--- src/rtl/key_cond_pkg.sv ---
// rtl/key_cond_pkg.sv - default timing constants and counter sizing for the key conditioner
package key_cond_pkg;

    localparam int DEF_N_CH          = 4;
    localparam int DEF_DEB_CYCLES    = 1000;
    localparam int DEF_HOLD_CYCLES   = 50000;
    localparam int DEF_REPEAT_CYCLES = 10000;

    // One width shared by every per-channel counter, wide enough for the largest terminal value.
    function automatic int cnt_width(input int deb, input int hold, input int rep);
        int m;
        m = deb;
        if (hold > m) m = hold;
        if (rep > m) m = rep;
        return (m < 1) ? 1 : $clog2(m + 1);
    endfunction

endpackage

--- src/rtl/key_cond_ch.sv ---
// rtl/key_cond_ch.sv - one key channel: synchroniser, debounce, edge pulses, long-press and auto-repeat
module key_cond_ch
    import key_cond_pkg::*;
#(
    parameter int DEB_CYCLES    = DEF_DEB_CYCLES,
    parameter int HOLD_CYCLES   = DEF_HOLD_CYCLES,
    parameter int REPEAT_CYCLES = DEF_REPEAT_CYCLES
) (
    input  logic clk,
    input  logic rst_n,
    input  logic key_in,
    output logic level,
    output logic rise,
    output logic fall,
    output logic change,
    output logic long_press,
    output logic repeat_p
);

    localparam int             CW        = cnt_width(DEB_CYCLES, HOLD_CYCLES, REPEAT_CYCLES);
    localparam logic [CW-1:0]  DEB_LAST  = CW'(DEB_CYCLES - 1);
    localparam logic [CW-1:0]  HOLD_LAST = CW'(HOLD_CYCLES - 1);
    localparam logic [CW-1:0]  HOLD_TGT  = CW'(HOLD_CYCLES);
    localparam bit             REP_EN    = (REPEAT_CYCLES > 0);
    localparam logic [CW-1:0]  REP_LAST  = REP_EN ? CW'(REPEAT_CYCLES - 1) : '0;

    logic          sync1_q, sync1_d;
    logic          sync2_q, sync2_d;
    logic          level_q, level_d;
    logic [CW-1:0] deb_cnt_q, deb_cnt_d;
    logic [CW-1:0] hold_cnt_q, hold_cnt_d;
    logic [CW-1:0] rep_cnt_q, rep_cnt_d;
    logic          rise_q, rise_d;
    logic          fall_q, fall_d;
    logic          change_q, change_d;
    logic          long_press_q, long_press_d;
    logic          repeat_q, repeat_d;
    logic          held_long;
    logic          still_high;

    always_comb begin
        sync1_d   = key_in;
        sync2_d   = sync1_q;

        level_d   = level_q;
        deb_cnt_d = '0;
        if (sync2_q != level_q) begin
            if (deb_cnt_q == DEB_LAST) level_d = ~level_q;
            else                       deb_cnt_d = deb_cnt_q + 1'b1;
        end

        rise_d   = level_d & ~level_q;
        fall_d   = ~level_d & level_q;
        change_d = rise_d | fall_d;

        // Hold count saturates; the repeat phase counter is the one that wraps.
        hold_cnt_d = '0;
        if (level_q) hold_cnt_d = (hold_cnt_q == '1) ? hold_cnt_q : hold_cnt_q + 1'b1;

        held_long = level_q && (hold_cnt_q >= HOLD_TGT);
        rep_cnt_d = '0;
        if (held_long) rep_cnt_d = (rep_cnt_q == REP_LAST) ? '0 : rep_cnt_q + 1'b1;

        // A fall at this edge suppresses any pulse that would land with it.
        still_high   = level_q & level_d;
        long_press_d = still_high && (hold_cnt_q == HOLD_LAST);
        repeat_d     = still_high && REP_EN && held_long && (rep_cnt_q == REP_LAST);
    end

    always_ff @(posedge clk or negedge rst_n) begin
        if (!rst_n) begin
            sync1_q      <= 1'b0;
            sync2_q      <= 1'b0;
            level_q      <= 1'b0;
            deb_cnt_q    <= '0;
            hold_cnt_q   <= '0;
            rep_cnt_q    <= '0;
            rise_q       <= 1'b0;
            fall_q       <= 1'b0;
            change_q     <= 1'b0;
            long_press_q <= 1'b0;
            repeat_q     <= 1'b0;
        end else begin
            sync1_q      <= sync1_d;
            sync2_q      <= sync2_d;
            level_q      <= level_d;
            deb_cnt_q    <= deb_cnt_d;
            hold_cnt_q   <= hold_cnt_d;
            rep_cnt_q    <= rep_cnt_d;
            rise_q       <= rise_d;
            fall_q       <= fall_d;
            change_q     <= change_d;
            long_press_q <= long_press_d;
            repeat_q     <= repeat_d;
        end
    end

    assign level      = level_q;
    assign rise       = rise_q;
    assign fall       = fall_q;
    assign change     = change_q;
    assign long_press = long_press_q;
    assign repeat_p   = repeat_q;

endmodule

--- src/rtl/key_conditioner.sv ---
// rtl/key_conditioner.sv - N_CH independent debounced keys with edge, long-press and repeat pulses
module key_conditioner
    import key_cond_pkg::*;
#(
    parameter int N_CH          = DEF_N_CH,
    parameter int DEB_CYCLES    = DEF_DEB_CYCLES,
    parameter int HOLD_CYCLES   = DEF_HOLD_CYCLES,
    parameter int REPEAT_CYCLES = DEF_REPEAT_CYCLES
) (
    input  logic            clk,
    input  logic            rst_n,
    input  logic [N_CH-1:0] key_in,
    output logic [N_CH-1:0] level,
    output logic [N_CH-1:0] rise,
    output logic [N_CH-1:0] fall,
    output logic [N_CH-1:0] change,
    output logic [N_CH-1:0] long_press,
    output logic [N_CH-1:0] repeat_p
);

    for (genvar i = 0; i < N_CH; i++) begin : g_ch
        key_cond_ch #(
            .DEB_CYCLES   (DEB_CYCLES),
            .HOLD_CYCLES  (HOLD_CYCLES),
            .REPEAT_CYCLES(REPEAT_CYCLES)
        ) u_ch (
            .clk       (clk),
            .rst_n     (rst_n),
            .key_in    (key_in[i]),
            .level     (level[i]),
            .rise      (rise[i]),
            .fall      (fall[i]),
            .change    (change[i]),
            .long_press(long_press[i]),
            .repeat_p  (repeat_p[i])
        );
    end

endmodule

--- config.mk ---
export PLATFORM = sky130hd
export DESIGN_NAME = key_conditioner
export DESIGN_NICKNAME = d
export VERILOG_FILES = /design/src/rtl/key_cond_pkg.sv /design/src/rtl/key_cond_ch.sv /design/src/rtl/key_conditioner.sv
export SDC_FILE = /design/constraint.sdc
export NUM_CORES = 1
export LEC_CHECK = 0
export CORE_AREA = 2 2 171 173
export CTS_CLUSTER_DIAMETER = 50
export DETAILED_ROUTE_END_ITERATION = 8
export DIE_AREA = 0 0 173 175
export PLACE_DENSITY = 0.53
export SLEW_MARGIN = 20
export SYNTH_ARGS = -nofsm -noshare
export SYNTH_HDL_FRONTEND = slang
export SYNTH_HIERARCHICAL = 1
export SYNTH_SLANG_ARGS = --single-unit
--- constraint.sdc ---
create_clock -name clk -period 6.25 [get_ports clk]
set_clock_uncertainty 0.1 [all_clocks]
set_input_delay 1.25 -clock clk [delete_from_list [all_inputs] [get_ports clk]]
set_output_delay 1.25 -clock clk [all_outputs]
set_load 0.005 [all_outputs]
# After elaboration in Yosys (flattened, before gate mapping)
# Index checks and enable logic that the tools add are counted.
# op_classes
order_cmp	4
eq_ne	24
mux	32
addsub	12
reduce_logical	16
bitwise_logic	24
# ops
cell	n
16-bit 2-to-1 mux	24
16-bit by 1-bit adder with 16-bit output (second input constant)	12
16-bit == test (second input constant)	8
16-bit by 10-bit == test with 1-bit output (second input constant)	4
16-bit by 14-bit == test with 1-bit output (second input constant)	4
16-bit >= comparator (second input constant)	4
1-bit logical AND	16
1-bit AND	12
1-bit 2-to-1 mux	8
2-bit != test (second input constant)	4
1-bit inverter	8
1-bit != test	4
1-bit bitwise OR	4
# word_totals
inputBits	6
word_cells	156
output_inout_bits	24
register_bits	224

# Logic depth before layout (Yosys ltp)
# Gate-level depths: netlist of run 1.
# logic_depth
ltp_word	6
mapped_depth	7
depth_no_buf	7

# Hierarchy
# Netlist of run 1, hierarchy kept.
# modules_own_cells
mod	cells_per_inst	seq_area_each_um2	area_per_inst_um2	instances
key_cond_ch (g_ch[1].u_ch ...)	286	1401.3	2825.2	2
key_cond_ch (g_ch[0].u_ch ...)	283	1401.3	2796.4	2

# Least setup slack after synthesis of run 1
# Ideal clock, no wire load.
# synth_timing
path_kind	register -> register
startpoint	register g_ch[1].u_ch.deb_cnt_q[10]
endpoint	register g_ch[1].u_ch.long_press_q
path_stages_with_launch	8
path_buffers	0
slack_ps	4245
setup_ps	121
t_arrival_ps	1784
synth_period_minus_slack_ps	2005
required_time_ps	6029
cell_sequence	dfrtp_1 > nor4_1 > nand4_1 > nor3_1 > mux2_2 > ha_1 > nand4_1 > nor4_1
# synth_between
elab_chain_len	5
# synth_lines
element	line_no	rtl
start: declaration	key_cond_ch.sv:30	logic [CW-1:0] deb_cnt_q, deb_cnt_d;
start signal: assignment	key_cond_ch.sv:87	deb_cnt_q <= deb_cnt_d;
16-bit by 10-bit == test with 1-bit output	key_cond_ch.sv:48	if (deb_cnt_q == DEB_LAST) level_d = ~level_q;
1-bit 2-to-1 mux	key_cond_ch.sv:48	
1-bit 2-to-1 mux	key_cond_ch.sv:47	if (sync2_q != level_q) begin
via g_ch[1].u_ch.level_d	key_cond_ch.sv:29	logic level_q, level_d;
1-bit AND	key_cond_ch.sv:65	still_high = level_q & level_d;
1-bit logical AND	key_cond_ch.sv:66	long_press_d = still_high && (hold_cnt_q == HOLD_LAST);
via g_ch[1].u_ch.long_press_d	key_cond_ch.sv:36	logic long_press_q, long_press_d;
end signal: assignment	key_cond_ch.sv:93	long_press_q <= long_press_d;
end: declaration	key_cond_ch.sv:36	
# The timed path passes the listed nets, and every way through them passes these cells.
# A chain may end at the register's enable or synchronous reset.

# Worst setup path in the final report of run 1
# layout_timing
startpoint	register g_ch[0].u_ch.level_q
endpoint	output port level[0]
# layout_rtl
element	line_no	rtl
start: declaration	key_cond_ch.sv:29	
start signal: assignment	key_cond_ch.sv:86	level_q <= level_d;
end: declaration	key_conditioner.sv:13	output logic [N_CH-1:0] level,
# No word-level cell between the ends.

==> results of run 1 <==
## cells by family after synthesis
group	after synthesis
AND/OR/NAND/NOR	534
XOR/XNOR	94
multiplexers	36
buffers and inverters	82
adder cells (fa/ha/maj)	28
AO/OA/AOI/OAI	140
flip-flops	224
## layout make-up
class,count,area share
clock buffers,37,0.06767
clock inverters,25,0.02161
inverters,60,0.01706
multi-input cells,832,0.4046
flip-flops and latches,224,0.4246
well taps,384,0.03639
repair buffers,39,0.02805
## registers in the layout, summed over array words and instances (netlist names)
name	flops
g_ch.u_ch/rep_cnt_q	64
g_ch.u_ch/level	4
g_ch.u_ch/hold_cnt_q	64
g_ch.u_ch/sync2_q	4
g_ch.u_ch/change	4
g_ch.u_ch/deb_cnt_q	64
g_ch.u_ch/repeat_p	4
g_ch.u_ch/fall	4
g_ch.u_ch/sync1_q	4
g_ch.u_ch/rise	4
g_ch.u_ch/long_press	4
## path summary, 6_finish.rpt
path,from,end,slack (ns),cells after the start
min in group asynchronous,rst_n,g_ch[3].u_ch/rep_cnt_q[9],0.65,1
worst max-delay path,g_ch[0].u_ch/level,level[0],2.92,1
worst max register to register,g_ch[3].u_ch/deb_cnt_q[10],g_ch[3].u_ch/long_press,3.91,7
worst min-delay path,g_ch[1].u_ch/sync1_q,g_ch[1].u_ch/sync2_q,0.25,0
worst min register to register,g_ch[1].u_ch/sync1_q,g_ch[1].u_ch/sync2_q,0.25,0
max in group asynchronous,rst_n,g_ch[0].u_ch/rep_cnt_q[8],4.01,2
## synth_stat cells, types with 4 or more instances
library cell	n	area, um^2
dfrtp_1	224	5605
ha_1	28	350.3
nor2_1	96	360.4
o41ai_1	4	35.03
o21a_1	4	30.03
nand4_1	32	200.2
mux2i_1	32	320.3
nor4_1	48	300.3
nor3_2	4	40.04
inv_1	60	225.2
o211ai_1	4	30.03
and4_1	4	35.03
nand3_1	64	320.3
a211oi_1	18	135.1
or2_2	12	75.07
o31ai_1	16	120.1
a21boi_0	4	30.03
nor3_1	66	330.3
o21ai_0	26	130.1
and3_1	14	87.58
a21oi_1	36	180.2
or4_4	4	45.04
clkbuf_1	14	52.55
buf_2	8	40.04
or3_1	26	162.7
nand2b_1	18	112.6
xnor2_1	68	595.6
xor2_1	26	227.7
nand2_1	94	352.8
or4_1	22	165.2
a31oi_1	8	50.05
nand3_2	6	60.06
nor4_2	4	50.05
nor3b_1	8	60.06
mux2_2	4	45.04
## power groups by stage
stage | Clock, mW | Sequential, mW | Combinational (mW)
CTS | 2.02 | 1.47 | 0.0573
floorplan | 0 | 1.49 | 0.0172
global route | 2.09 | 1.47 | 0.0644
finish | 1.95 | 1.47 | 0.0532
global placement | 0 | 1.49 | 0.0558
detailed placement | 0 | 1.49 | 0.0567
## metal layers
| metal | vias to the layer above | track usage | share of wire |
|---|---|---|---|
| met4 | 0 | 0.05085 | 0.024 |
| met5 | - | 0 | 0 |
| met2 | 108 | 0.2437 | 0.45 |
| met3 | 46 | 0.02676 | 0.032 |
| met1 | 4085 | 0.2187 | 0.50 |
| li1 | 4217 | - | - |
==> flow_summary.yaml, run 1 <==
run_status:
  status: "finished, final reports clean"
finish:
  n_antenna_cell: 0
  synthToLayoutAreaGrowth_pct: 17.42
  final_core_util: 0.4650
  fin_cells: 1601
  layout_common_cells: "224 x dfrtp_1, 96 x nor2_1, 94 x nand2_1"
  regArea_um2: 5605
  finalInstanceArea_um2: 13200
  fin_nets: 1226
  multi_input_area_um2: 5341
  nFillCells: 2737
  drive_gt1_frac: 0.09778
  final_common_cell: "dfrtp_1"
sta:
  hold_ws_ns: 0.2471
  final.period_utilization: 0.5335
  max_freq_ghz: 0.2999
  drv_slew: 0
  timing.final.ws_setup_ns: 2.916
  hold_viol: 0
  fin_crit_ns: 3.334
  setup_tns_ns: 0
  worst_slew_pin_slew_ns: 1.065
  setup_viol: 0
  relSlewSlack: 0.2849
  rsz0062_at_grt: "false"
detailed_routing:
  drt-vias-per-instance: 5.282
  wl_um: 22450
  wl_per_cell_um: 14.02
  drc: 0
  vias: 8456
  antenna_left: 0
  first_pass_iters: 5
  drt_iter0_drc: 551
power_and_ir_drop:
  intPower_mw: 2.697
  switchingPower_mw: 0.7774
  p_leak_nw: 5.104
  switching_share: 0.2237
  power_per_cell_area_nw_per_um2: 263.2
  power_frac_seq: 0.422
  p_comb_frac: 0.015
  clock_power_share: 0.562
  finalPower_mw: 3.474
  vdd.ir_drop.worst_uv: 240.3
synthesis:
  synth-compound-area-share: 0.08168
  synth_seq_cells: 224
  syn_area_per_cell_um2: 9.880
  synth_edf_count: 0
  synth_nets: 1172
  synth_xor_area_frac: 0.07323
  synth_mux_area_frac: 0.03249
  syn_inst: 1138
  synth_seq_area_share: 0.4986
  ys_async_sr_fraction: 1.000
  synth.distinct_cells: 51
  netlist_area_um2: 11240
  yosysWarnings: 6
  yosys.area_share.simple: 0.2546
  synth_ff_type: "dfrtp_1"
  synth-adder-area-share: 0.03116
  synth_top_family_by_area: "simple AND/OR/NAND/NOR gates"
placed_design:
  dpl-instance-area_um2: 12020
  place.gp.congestion: 0.7839
  portBuffers: 29
  dp_worst_setup_slack_ns: 3.386
  dp_hpwl_um: 14440
  dpl.cell_count: 1539
floorplanning:
  io_pins: 30
  num_rows: 62
  core_area_um2: 28390
  start_util: 0.3960
  die_width_um: 173
  fp.dieH_um: 175
  dieArea_um2: 30280
setup_path:
  path_cells: "clkdlybuf4s50_1"
  cp-start-kind: "register"
  crit_path_top_delay_cell: "dfrtp_1"
  critPathRequiredTime_ns: 4.90
  critPathKind: "register to output pin"
  path_delay_family: "flip-flops"
  max_stage_delay_ns: 0.85
  cp_max_fo: 26
  cp.arrival_ns: 1.98
  critPathCaptureType: "output pin"
  path_buf_inv: 1
cts:
  clk_latency_ns: 0.50
  clockRootBuffer: "clkbuf_16"
  cts_resized: 0
  cts_tree: "done"
  cts_buffer_depth: 3
  postCtsHoldBufs: 0
  cts_buffers: 35
  h-tree-depth: 2
  cts.sinks: 224
  path_clk_slew_ns: 0.05
  postCtsSetupBuffers: 0
global_routing:
  first_global_vias: 8399
  grt_pass1_wl_um: 40360
  antenna_found_initial: 0
  grt_usage: 0.1553
  gr-total-overflow: 0
  grt_start_max_net_pins: 116
worst_hold_path:
  hold_path.class: "register to register"
job:
  maxCapViolations: 0
(Power assumes the default switching activity.)
==> inputs of run 2 (changes only) <==
==> constraint.sdc (replaced) <==
create_clock -name clk -period 3.36 [get_ports clk]
set_clock_uncertainty 0.1 [all_clocks]
set_input_delay 0.672 -clock clk [delete_from_list [all_inputs] [get_ports clk]]
set_output_delay 0.672 -clock clk [all_outputs]
set_load 0.005 [all_outputs]
==> run 2 against run 1 <==
Against the previous run:
- via count shrank 0.58%
- critical path depth rose by 1
- first-iteration DRC count is 4.4% lower
- wire length is 1.4% lower
- combinational power is 99% higher
- largest power group unchanged
- critical path type unchanged
- register-to-register slack worse by 2.8 ns
- total power grew 85%
- clock-buffer cell count rose by 6
- clock power grew 83%
- largest cell class unchanged
- sequential share of layout area is 0.20 points lower
- non-clock buffer count rose by 8
- worst setup slack lost 2.2 ns
==> flow_summary.yaml, run 2 (synthesized netlist as in run 1, its figures left out) <==
placed_design:
  place.gp.congestion: 0.7859
  dp_hpwl_um: 14640
  portBuffers: 29
  dp_worst_setup_slack_ns: 1.146
  dpl-instance-area_um2: 12090
detailed_routing:
  wl_per_cell_um: 13.76
  drt-vias-per-instance: 5.228
  vias: 8407
  drc: 0
  first_pass_iters: 5
  wl_um: 22130
  antenna_left: 0
  drt_iter0_drc: 527
cts:
  path_clk_slew_ns: 0.06
  postCtsHoldBufs: 0
  cts_buffers: 35
  cts_buffer_depth: 3
  clockRootBuffer: "clkbuf_16"
  h-tree-depth: 2
  cts.sinks: 224
  postCtsSetupBuffers: 0
  cts_resized: 0
  cts_tree: "done"
  clk_latency_ns: 0.50
finish:
  synthToLayoutAreaGrowth_pct: 17.98
  fin_nets: 1234
  drive_gt1_frac: 0.1021
  reg.largest.list: "g_ch.u_ch/deb_cnt_q x64, g_ch.u_ch/hold_cnt_q x64, g_ch.u_ch/rep_cnt_q x64"
  n_antenna_cell: 0
  final_core_util: 0.4672
  finalInstanceArea_um2: 13270
  layout_common_cells: "224 x dfrtp_1, 96 x nor2_1, 94 x nand2_1"
  final_common_cell: "dfrtp_1"
  nFillCells: 2674
sta:
  rsz0062_at_grt: "false"
  final.period_utilization: 0.7852
  drv_slew: 0
  hold_viol: 0
  fin_crit_ns: 2.638
  max_freq_ghz: 0.3790
  setup_viol: 0
  relSlewSlack: 0.3237
  setup_tns_ns: 0
  worst_slew_pin_slew_ns: 1.005
  hold_ws_ns: 0.03605
  timing.final.ws_setup_ns: 0.7216
setup_path:
  critPathKind: "register to output pin"
  cp_max_fo: 15
  critPathCaptureType: "output pin"
  cp.arrival_ns: 1.87
  path_delay_family: "buffers and inverters"
  critPathRequiredTime_ns: 2.59
  max_stage_delay_ns: 0.57
  crit_path_top_delay_cell: "dfrtp_1"
  path_buf_inv: 2
  path_cells: "buf_4 -> clkdlybuf4s50_1"
  cp-start-kind: "register"
power_and_ir_drop:
  vdd.ir_drop.worst_uv: 274.8
  p_leak_nw: 5.143
  power_per_cell_area_nw_per_um2: 483.2
floorplanning:
  core_area_um2: 28390
  num_rows: 62
  dieArea_um2: 30280
  io_pins: 30
  die_width_um: 173
  start_util: 0.3960
  fp.dieH_um: 175
global_routing:
  first_global_vias: 8185
  grt_usage: 0.1502
  gr-total-overflow: 0
  grt_start_max_net_pins: 72
  grt_pass1_wl_um: 39190
  antenna_found_initial: 0
worst_hold_path:
  hold_path.class: "input port to asynchronous set/reset pin"
job:
  maxCapViolations: 0
run_status:
  status: "finished, final reports clean"
## run 2: per-stage QoR
stage	cells	power, mW
2_1_floorplan	1138	2.806
3_3_place_gp	1547	2.891
3_5_place_dp	1547	2.891
4_1_cts	1608	6.541
5_1_grt	1608	6.677
6_report	1608	6.410
## run 2: final timing paths
kind	start	to	slack, ns	cells after the start
max	g_ch[1].u_ch/level	level[1]	0.72	2
min	rst_n	g_ch[3].u_ch/rep_cnt_q[14]	0.04	1
max reg2reg	g_ch[3].u_ch/deb_cnt_q[10]	g_ch[3].u_ch/long_press	1.09	7
min reg2reg	g_ch[2].u_ch/sync1_q	g_ch[2].u_ch/sync2_q	0.25	0
max in group asynchronous	rst_n	g_ch[0].u_ch/deb_cnt_q[5]	2.31	2
min in group clk	g_ch[2].u_ch/sync1_q	g_ch[2].u_ch/sync2_q	0.25	0
## run 2: area by class of cell
class,instances,area [um^2],share of cell area
clock inverters,18,190.2,0.01434
well taps,384,480.5,0.03622
repair buffers,47,455.4,0.03433
flip-flops and latches,224,5605,0.4226
inverters,60,225.2,0.01698
clock buffers,43,978.4,0.07376
multi-input cells,832,5330,0.4018
## run 2: where the power goes
part	internal (mW)	switching, mW	total [mW]
Sequential	2.72	0.0132	2.73
Combinational	0.0283	0.0782	0.106
Clock	2.30	1.27	3.57
## run 2: routing by layer
layer  up-vias  GRT usage  routed length (um)
li1       4239          -                   -
met1      4015     0.2144               11090
met2       109     0.2310                9785
met3        44    0.02654                 724
met4         0    0.05049                 534
met5         -          0                   0
==> inputs of run 3 (changes only) <==
--- a/config.mk
+++ b/config.mk
@@ -9,7 +9,7 @@
 export CTS_CLUSTER_DIAMETER = 50
 export DETAILED_ROUTE_END_ITERATION = 8
 export DIE_AREA = 0 0 173 175
-export PLACE_DENSITY = 0.53
+export PLACE_DENSITY = 0.55
 export SLEW_MARGIN = 20
 export SYNTH_ARGS = -nofsm -noshare
 export SYNTH_HDL_FRONTEND = slang
==> constraint.sdc (replaced) <==
create_clock -name clk -period 2.4 [get_ports clk]
set_clock_uncertainty 0.1 [all_clocks]
set_input_delay 0.48 -clock clk [delete_from_list [all_inputs] [get_ports clk]]
set_output_delay 0.48 -clock clk [all_outputs]
set_load 0.005 [all_outputs]
==> run 3 against run 2 <==
Against the previous run:
- global-route usage is 0.58 points higher
- clock-buffer cell count is 1 higher
- clock power rose by 40%
- critical endpoint is now level[0]
==> flow_summary.yaml, run 3 (synthesized netlist as in run 1, its figures left out) <==
sta:
  final.period_utilization: 0.9528
  max_freq_ghz: 0.4373
  relSlewSlack: 0.5763
  drv_slew: 0
  worst_slew_pin_slew_ns: 0.6195
  timing.final.ws_setup_ns: 0.1132
  hold_ws_ns: 0.2488
  setup_tns_ns: 0
  rsz0062_at_grt: "false"
  setup_viol: 0
  hold_viol: 0
  fin_crit_ns: 2.287
run_status:
  status: "finished, final reports clean"
placed_design:
  portBuffers: 29
  dpl.cell_count: 1566
  place.gp.congestion: 0.8111
  dp_worst_setup_slack_ns: 0.2045
  dp_hpwl_um: 15190
  dpl-instance-area_um2: 12270
setup_path:
  critPathRequiredTime_ns: 1.82
  crit_path_top_delay_cell: "dfrtp_1"
  path_buf_inv: 1
  cp.arrival_ns: 1.71
  path_delay_family: "flip-flops"
  max_stage_delay_ns: 0.62
  cp_max_fo: 15
  path_cells: "clkdlybuf4s50_1"
  critPathCaptureType: "output pin"
  cp-start-kind: "register"
  critPathKind: "register to output pin"
global_routing:
  first_global_vias: 8395
  grtUsageMet1: 0.2172
  grt_pass1_wl_um: 40450
  antenna_found_initial: 0
  gr-total-overflow: 0
  grt_usage: 0.1560
  met3_usage: 0.02698
  grtUsageMet2: 0.2493
  grt_start_max_net_pins: 61
  grt_busiest_layer: "met2"
floorplanning:
  io_pins: 30
  die_width_um: 173
  start_util: 0.3960
  num_rows: 62
  dieArea_um2: 30280
  fp.dieH_um: 175
  core_area_um2: 28390
cts:
  cts_tree: "done"
  cts.sinks: 224
  h-tree-depth: 2
  clk_latency_ns: 0.50
  cts_buffer_depth: 3
  postCtsSetupBuffers: 0
  clockRootBuffer: "clkbuf_16"
  path_clk_slew_ns: 0.05
  cts_buffers: 34
finish:
  drive_gt1_frac: 0.1125
  finalInstanceArea_um2: 13440
  n_antenna_cell: 0
  final_common_cell: "dfrtp_1"
  fin_nets: 1253
  layout_common_cells: "224 x dfrtp_1, 96 x nor2_1, 94 x nand2_1"
  reg.largest.list: "g_ch.u_ch/deb_cnt_q x64, g_ch.u_ch/hold_cnt_q x64, g_ch.u_ch/rep_cnt_q x64"
  fin_cells: 1628
  synthToLayoutAreaGrowth_pct: 19.51
  final_core_util: 0.4733
power_and_ir_drop:
  finalPower_mw: 8.997
  vdd.ir_drop.worst_uv: 411.6
  intPower_mw: 7.074
  switching_share: 0.2137
  switchingPower_mw: 1.923
  p_leak_nw: 5.267
  power_frac_seq: 0.425
  clock_power_share: 0.557
  p_comb_frac: 0.018
  power_per_cell_area_nw_per_um2: 669.6
worst_hold_path:
  hold_path.class: "register to register"
detailed_routing:
  antenna_left: 0
  vias: 8582
  drt-vias-per-instance: 5.271
  wl_um: 22790
  first_pass_iters: 5
  drt_iter0_drc: 500
  drc: 0
  wl_per_cell_um: 14.00
job:
  maxCapViolations: 0
[run 3: cell count changes in the layout (fill, tap and decap cells not counted), moves of 2 or more]
cell / before / now
buf_12: 2 / 5
buf_4: 16 / 32
clkbuf_1: 3 / 6
clkbuf_16: 37 / 35
clkinv_2: 7 / 5
clkinv_4: 1 / 3
clkinvlp_4: 4 / 0
inv_6: 3 / 5
[run 3: cell type report]
class                   instances  area (um^2)
multi-input cells             832         5325
well taps                     384        480.5
fillers                      2700        14960
clock inverters                17        215.2
inverters                      60        225.2
clock buffers                  44        939.7
repair buffers                 67        645.6
flip-flops and latches        224         5605
[run 3: layer usage]
layer,routed length (um),vias to the layer above,part of all wire
met5,0,-,0
met4,507,0,0.022
met3,777,43,0.034
met2,10240,127,0.45
met1,11260,4134,0.49
li1,-,4278,-
[run 3: power groups by stage]
stage / Sequential (mW) / Combinational [mW] / Clock, mW
2_1_floorplan: 3.88 / 0.0447 / 0
3_3_place_gp: 3.89 / 0.168 / 0
3_5_place_dp: 3.89 / 0.168 / 0
4_1_cts: 3.82 / 0.170 / 5.18
5_1_grt: 3.82 / 0.191 / 5.34
6_report: 3.82 / 0.161 / 5.01
[run 3: repair_timing]
| item | in CTS | in global routing |
|---|---|---|
| hold buffers | 1 | 0 |
| endpoints found under the hold margin | 55 | 0 |
| resized for setup | 0 | 1 |
| endpoints found under the setup margin | 0 | 2 |
[run 3: worst paths after layout]
path                                                  from                         end  slack [ns]  cells after the start
worst min register to register        g_ch[1].u_ch/sync1_q        g_ch[1].u_ch/sync2_q        0.25                      0
worst min-delay path                  g_ch[1].u_ch/sync1_q        g_ch[1].u_ch/sync2_q        0.25                      0
min in group asynchronous                            rst_n   g_ch[0].u_ch/rep_cnt_q[8]        0.46                      2
worst max-delay path                    g_ch[0].u_ch/level                    level[0]        0.11                      1
max in group asynchronous                            rst_n  g_ch[1].u_ch/hold_cnt_q[6]        1.16                      3
worst max register to register  g_ch[1].u_ch/deb_cnt_q[10]     g_ch[1].u_ch/long_press        0.19                      7
